**src/rtl/alu64_twopass_ctrl.sv**
```systemverilog
// Two-pass 64-bit OPq sequencer that uses a single shared 32-bit ALU slice.
// The low half runs first, its carry/borrow feeds the high half, and the flags come from the full result.
module alu64_twopass_ctrl #(
  parameter int HALF_W = 32,
  parameter int W      = 2 * HALF_W
) (
  input  logic         clk,
  input  logic         rst_n,
  input  logic         in_valid,
  output logic         in_ready,
  input  logic [1:0]   ifun,
  input  logic [W-1:0] a,
  input  logic [W-1:0] b,
  output logic         out_valid,
  input  logic         out_ready,
  output logic [W-1:0] result,
  output logic         cc_zf,
  output logic         cc_sf,
  output logic         cc_of,
  output logic         busy
);

  typedef enum logic [1:0] {
    IDLE = 2'd0,
    LO   = 2'd1,
    HI   = 2'd2,
    DONE = 2'd3
  } state_t;

  state_t              state;
  state_t              state_nxt;
  logic [1:0]          ifun_q;
  logic [W-1:0]        a_q;
  logic [W-1:0]        b_q;
  logic [HALF_W-1:0]   lo_q;
  logic                carry_q;
  logic                accept;
  logic                is_sub;
  logic [HALF_W-1:0]   alu_a;
  logic [HALF_W-1:0]   alu_b;
  logic [HALF_W-1:0]   alu_y;
  logic                alu_cin;
  logic [HALF_W:0]     sum;
  logic [W-1:0]        full_r;
  logic                of_nxt;

  // Gating with rst_n keeps in_ready low for as long as reset is held.
  assign in_ready  = rst_n & ((state == IDLE) | ((state == DONE) & out_ready));
  assign accept    = in_valid & in_ready;
  assign out_valid = (state == DONE);
  assign busy      = (state != IDLE);
  assign is_sub    = (ifun_q == 2'd1);

  // Shared slice: subtraction is implemented as a + ~b + 1, with the +1 entering on the low pass.
  always_comb begin
    alu_a   = (state == HI) ? a_q[W-1:HALF_W] : a_q[HALF_W-1:0];
    alu_b   = (state == HI) ? b_q[W-1:HALF_W] : b_q[HALF_W-1:0];
    alu_cin = (state == HI) ? carry_q : is_sub;
    sum     = {1'b0, alu_a} + {1'b0, (is_sub ? ~alu_b : alu_b)} + {{HALF_W{1'b0}}, alu_cin};
    case (ifun_q)
      2'd0, 2'd1: alu_y = sum[HALF_W-1:0];
      2'd2:       alu_y = alu_a & alu_b;
      default:    alu_y = alu_a ^ alu_b;
    endcase
    full_r = {alu_y, lo_q};
    case (ifun_q)
      2'd0:    of_nxt = (a_q[W-1] == b_q[W-1]) & (alu_y[HALF_W-1] != a_q[W-1]);
      2'd1:    of_nxt = (a_q[W-1] != b_q[W-1]) & (alu_y[HALF_W-1] != a_q[W-1]);
      default: of_nxt = 1'b0;
    endcase
  end

  always_comb begin
    state_nxt = state;
    case (state)
      IDLE: if (accept) state_nxt = LO;
      LO:   state_nxt = HI;
      HI:   state_nxt = DONE;
      DONE: if (out_ready) state_nxt = accept ? LO : IDLE;
      default: state_nxt = IDLE;
    endcase
  end

  always_ff @(posedge clk or negedge rst_n) begin
    if (!rst_n) state <= IDLE;
    else        state <= state_nxt;
  end

  // Operands are captured only on accept, so changes to the inputs during an operation are ignored.
  always_ff @(posedge clk or negedge rst_n) begin
    if (!rst_n) begin
      ifun_q <= 2'd0;
      a_q    <= '0;
      b_q    <= '0;
    end else if (accept) begin
      ifun_q <= ifun;
      a_q    <= a;
      b_q    <= b;
    end
  end

  always_ff @(posedge clk or negedge rst_n) begin
    if (!rst_n) begin
      lo_q    <= '0;
      carry_q <= 1'b0;
    end else if (state == LO) begin
      lo_q    <= alu_y;
      carry_q <= sum[HALF_W];
    end
  end

  // The visible result is written only on the high pass, so it stays stable through a back-to-back low pass.
  always_ff @(posedge clk or negedge rst_n) begin
    if (!rst_n) begin
      result <= '0;
      cc_zf  <= 1'b0;
      cc_sf  <= 1'b0;
      cc_of  <= 1'b0;
    end else if (state == HI) begin
      result <= full_r;
      cc_zf  <= (full_r == '0);
      cc_sf  <= alu_y[HALF_W-1];
      cc_of  <= of_nxt;
    end
  end

endmodule
```
**config.mk**
```make
export PLATFORM = sky130hd
export DESIGN_NAME = alu64_twopass_ctrl
export DESIGN_NICKNAME = d
export VERILOG_FILES = /design/src/rtl/alu64_twopass_ctrl.sv
export SDC_FILE = /design/constraint.sdc
export NUM_CORES = 1
export LEC_CHECK = 0
export CAP_MARGIN = 20
export CORE_UTILIZATION = 50
export CTS_CLUSTER_SIZE = 12
export DETAILED_ROUTE_END_ITERATION = 7
export GPL_ROUTABILITY_DRIVEN = 0
export MAX_ROUTING_LAYER = met4
export PLACE_DENSITY = 0.75
export SKIP_CTS_REPAIR_TIMING = 1
export SYNTH_ARGS = -nofsm -noshare
export SYNTH_HDL_FRONTEND = slang
export SYNTH_SLANG_ARGS = --single-unit
export TNS_END_PERCENT = 100
```
**constraint.sdc**
```tcl
create_clock -name clk -period 11.39 [get_ports clk]
set_input_delay 1.139 -clock clk [delete_from_list [all_inputs] [get_ports clk]]
set_output_delay 1.139 -clock clk [all_outputs]
set_load 0.02 [all_outputs]
```
==> results.toml, run 1 <==
[layout]
diodes = 0
area_delta_synth_final_pct = 23.9
drive_gt1_frac = 0.225
fillers = 1963
regArea_sq_mm = 0.00578
multiInputGateArea_sq_mm = 0.00661
nNetsFinal = 1498

[global_route]
overflow = 0
grt_pass1_vias = 9588
grt_start_max_net_pins = 89
groute.usage.overall = 0.253
grt_pass1_wl_mm = 50.6
antenna_found_initial = 0

[clock_network]
cts_buffers = 24
htreeDepth = 1
clk_latency_ns = 0.53
tritoncts = "done"
cts_root_buffer = "clkbuf_16"
clk_pin_slew_ns = 0.06
clock_sinks = 231
clk_path_buf_depth = 3

[timing]
finalClockSkew_ns = 0.00602
post-route-period-util = 0.486
rsz0062_at_grt = "false"
max_freq_ghz = 0.181
slew_viol_final = 0
finalHoldViolations = 0
relSlewSlack = 0.304
setup_violations = 0
fin_crit_ns = 5.53
fin_ws_ns = 5.86
worst_pin_slew_ns = 1.04
tns_ns = 0

[setup_path]
end_kind = "flop"
crit_path_max_incr_delay_ns = 0.69
path_max_fanout = 53
path_cells = "inv_1 -> ha_4 -> buf_4 -> mux2_2 -> xor2_1 -> ha_1 -> a21o_1 -> a21oi_1 -> a21oi_1 -> o21ba_2 -> o21ba_1 -> or3_1 -> a31oi_1 -> and4_1 -> and4_1 -> a32o_2"
path_buf_inv = 2
path_class = "flop to flop"
critPathRequiredTime_ns = 11.85
crit_start = "state[0]$_DFFE_PN0P_"
crit_path_start_kind = "flop"
critical_path.top_delay_family = "compound AO/OA/AOI/OAI gates"
critPathSlowestCell = "a31oi_1"
reg2reg_from = "state[0]$_DFFE_PN0P_"
arrival_ns = 5.99

[synth]
synth-seq-cells = 231
syn_nets = 1321
synth_top_area_frac = 0.457
synth-compound-area-share = 0.0948
synth_top_family_by_area = "multiplexers"
synth-xor-area-share = 0.0360
synth_fa_ha_area_frac = 0.0704
ys_warn_count = 0
synthCells = 1117
async_flop_share = 1.00
ys.flop_type = "dfrtp_1"
yosys.area_share.simple = 0.0756
syn_avg_cell_area_sq_um = 11.3
synth.area.mux_share = 0.243
yosysUniqueCellTypes = 58
synth_area_sq_mm = 0.0127
synth_edf_count = 0
synthTopCellsByArea = "dfrtp_1 46%, mux2_2 22%, ha_1 6.7%, a21oi_1 3.9%, xor2_1 2.8%"
ys_seq_area_frac = 0.457
synth_top_area_cell = "dfrtp_1"

[route]
vias = 9363
dr.pass1.iters = 5
vias_per_cell = 5.73
wirelength_mm = 31.5
drcViolationCount = 0
ant_nets = 0
dr.first_iter.drc_count = 633
wl_per_cell_microns = 19.3

[floorplanning]
pin_count = 204
fp.dieArea_sq_mm = 0.0260
initial_core_util = 0.515
rows = 57
die_x_microns = 161
die_h_microns = 161
coreArea_sq_mm = 0.0246

[hold_path]
hold_class = "flop to flop"
hold_path.startpoint = "a_q[50]$_DFFE_PN0P_"

[placed_design]
placement.io_buffers = 203
hpwl_mm = 22.9
place_ws_ns = 5.94

[outcome]
run_status = "finished, final reports clean"

[flow_run]
drv_cap = 0
layout make-up:
| class | count | share of cell area |
|---|---|---|
| clock buffers | 39 | 0.0438 |
| clock inverters | 2 | 0.00136 |
| inverters | 15 | 0.00359 |
| multi-input cells | 809 | 0.421 |
| flip-flops and latches | 231 | 0.369 |
| well taps | 324 | 0.0258 |
| repair buffers | 213 | 0.136 |
worst paths after layout:
path / end / cells past startpoint / slack (ns)
max: cc_zf$_DFFE_PN0P_ / 16 / 5.86
min: a_q[50]$_DFFE_PN0P_ / 1 / 0.50
max reg2reg: cc_zf$_DFFE_PN0P_ / 16 / 5.86
min reg2reg: a_q[50]$_DFFE_PN0P_ / 1 / 0.50
max in group asynchronous: b_q[6]$_DFFE_PN0P_ / 3 / 9.10
min in group asynchronous: a_q[56]$_DFFE_PN0P_ / 1 / 0.58
synthesized netlist by cell type, drive strengths merged, types with 8 or more instances:
cell type and instances:
mux2 247, dfrtp 231, a21oi 99, nor2 82
ha 68, nand2 54, clkbuf 45, o21ai 44
xor2 40, mux2i 29, buf 17, inv 15
nand4 12, nor4 12, xnor2 12, a31oi 10
nand3 9, or3 9, a21o 8
kinds of logic after synthesis:
logic type | count (synthesis)
and+or+nand+nor | 207
DFF | 231
buffers and inverters | 77
AOI/OAI and AO/OA | 204
muxes | 276
adders and majority gates | 70
xor gates and xnor gates | 52
registers in the layout, summed over array words and instances, names as in the netlist, 2 cells and up:
| register | cells |
|---|---|
| b_q | 64 |
| result | 64 |
| lo_q | 32 |
| ifun_q | 2 |
| a_q | 64 |
| state | 2 |
worst reg2reg max path, delay by kind of cell, from the launching register on:
kind	cells	cell delay [ns]
AO/OA/AOI/OAI	7	1.81
XOR/XNOR	1	0.15
adder cells (fa/ha/maj)	2	1.07
buffers and inverters	2	0.77
flip-flops	1	0.42
multiplexers	1	0.44
AND/OR/NAND/NOR	3	0.81
layer usage:
layer / share of wire / global-route usage / vias up
met4: 0.025 / 0.0652 / 0
met2: 0.47 / 0.399 / 308
met1: 0.45 / 0.341 / 4593
met5: 0 / - / -
met3: 0.059 / 0.0385 / 60
li1: - / - / 4402
cell usage in the layout (no fill, tap or decap), types with 14 or more instances in the layout:
cell / instances
mux2_2: 246
a21oi_1: 99
o21ai_1: 14
mux2i_1: 29
clkdlybuf4s50_1: 202
clkbuf_16: 24
ha_1: 66
dfrtp_1: 230
xor2_1: 40
nand2_1: 53
nor2_1: 82
inv_1: 15
o21ai_0: 30
through the flow:
| step | cell area, sq um | utilization | cells | hold WS (ns) |
|---|---|---|---|---|
| detailed placement | 15000 | 0.608 | 1591 | 0.488 |
| CTS | 15700 | 0.637 | 1632 | 0.501 |
| finish | 15700 | 0.638 | 1633 | 0.498 |
| floorplan | 12700 | - | 1117 | 0.474 |
| global route | 15700 | 0.638 | 1633 | 0.510 |
| global placement | 15000 | 0.608 | 1591 | 0.482 |
Power of run 1 is not shown: default switching activity piles up to over one toggle a cycle in this logic, so the estimate is an artifact.
==> run 2: changes to the inputs <==
- CORE_UTILIZATION: 50 -> 49
- PLACE_DENSITY: 0.75 -> 0.77
- clock period: 11.39 -> 5 ns (I/O delays scaled with it)
==> results.toml, run 2 (synthesized netlist as in run 1, its figures left out) <==
[clock_network]
clk_latency_ns = 0.51
tritoncts = "done"
clk_pin_slew_ns = 0.06
htreeDepth = 1
cts_buffers = 24
clock_sinks = 231
clk_path_buf_depth = 3
cts_root_buffer = "clkbuf_16"

[layout]
multiInputGateArea_sq_mm = 0.00661
nNetsFinal = 1510
regArea_sq_mm = 0.00578
final_cell_mix = "246 x mux2_2, 230 x dfrtp_1, 202 x clkdlybuf4s50_1"
fillers = 2016
drive_gt1_frac = 0.233
largest_registers = "a_q (64), b_q (64), result (64)"
diodes = 0
area_delta_synth_final_pct = 25.0
layout_commonest_cell = "mux2_2"

[setup_path]
r2r_cells = 16
critPathRequiredTime_ns = 5.45
path_buf_inv = 2
crit_path_max_incr_delay_ns = 0.42
end_kind = "flop"
cp_common_cell = "a21oi_1"
crit_path_start_kind = "flop"
path_class = "flop to flop"
critPathSlowestCell = "dfrtp_1"
critical_path.top_delay_family = "compound AO/OA/AOI/OAI gates"
reg2reg_from = "state[0]$_DFFE_PN0P_"
path_cells = "inv_1 -> ha_4 -> buf_12 -> mux2_2 -> xor2_1 -> ha_1 -> a21oi_1 -> o211ai_1 -> nand2_1 -> a2bb2oi_1 -> a21oi_1 -> or3_1 -> a31oi_1 -> and4b_1 -> and4_1 -> a32o_2"
path_max_fanout = 65
r2r_slack_ns = 0.29
r2r_end = "cc_zf$_DFFE_PN0P_"
arrival_ns = 5.16

[hold_path]
hold_class = "input pin to asynchronous set/reset pin"

[route]
dr.first_iter.drc_count = 585
met1Wirelength_mm = 14.0
top_layer = "met4"
vias = 9343
wl_per_cell_microns = 18.6
vias_per_cell = 5.67
route.met2.wl_mm = 14.1
ant_nets = 0
met3_length_mm = 1.91
dr.pass1.iters = 5
drcViolationCount = 0
wirelength_mm = 30.7

[floorplanning]
die_h_microns = 163
coreArea_sq_mm = 0.0253
rows = 58
die_x_microns = 163
fp.dieArea_sq_mm = 0.0265
pin_count = 204
initial_core_util = 0.501

[global_route]
antenna_found_initial = 0
groute.usage.overall = 0.240
grt_pass1_vias = 9296
overflow = 0
grt_pass1_wl_mm = 48.9
grt_start_max_net_pins = 184

[timing]
max_freq_ghz = 0.212
slew_viol_final = 0
relSlewSlack = 0.297
finalClockSkew_ns = 0.0108
fin_crit_ns = 4.71
tns_ns = 0
finalHoldViolations = 0
post-route-period-util = 0.943
setup_violations = 0
worst_pin_slew_ns = 1.06
rsz0062_at_grt = "false"

[placed_design]
placement.io_buffers = 203
hpwl_mm = 22.5

[outcome]
run_status = "finished, final reports clean"

[flow_run]
drv_cap = 0
[run 2: cell types whose count changed in the layout (fill, tap and decap cells not counted), sizes merged]
cell	before	now
buf	11	22
clkbuf	39	36
clkinv	2	0
clkinvlp	0	1
dlygate4sd3	0	1
[run 2: layout make-up]
type,instances,area share
flip-flops and latches,231,0.365
well taps,330,0.0261
repair buffers,225,0.142
clock buffers,36,0.0453
inverters,15,0.00356
clock inverters,1,0.000474
multi-input cells,809,0.417
[run 2: worst max path at each step]
stage / slack, ns / depth (start not counted) / to / startpoint
after detailed placement: 0.36 / 16 / cc_zf$_DFFE_PN0P_ / state[0]$_DFFE_PN0P_
after CTS: 0.33 / 16 / cc_zf$_DFFE_PN0P_ / state[0]$_DFFE_PN0P_
after global routing: 0.05 / 16 / cc_zf$_DFFE_PN0P_ / state[0]$_DFFE_PN0P_
after floorplan: 0.002 / 18 / cc_zf$_DFFE_PN0P_ / state[0]$_DFFE_PN0P_
final: 0.29 / 16 / cc_zf$_DFFE_PN0P_ / state[0]$_DFFE_PN0P_
after global placement: 0.41 / 16 / cc_zf$_DFFE_PN0P_ / state[0]$_DFFE_PN0P_
[run 2: metal layers]
metal | vias to the layer above | track usage
li1 | 4411 | -
met1 | 4530 | 0.334
met2 | 352 | 0.371
met3 | 50 | 0.0323
met4 | 0 | 0.0569
met5 | - | -
[run 2: per-stage QoR]
step	hold WS, ns	area (sq um)	std cells	setup WS, ns	utilization
global route	0.503	15800	1647	0.0450	0.627
finish	0.482	15800	1647	0.287	0.627
global placement	0.426	15100	1609	0.410	0.597
CTS	-0.108	15800	1646	0.335	0.626
floorplan	0.204	12700	1117	0.00231	-
detailed placement	0.431	15100	1609	0.360	0.597
Power of run 2 is left out for the same reason.
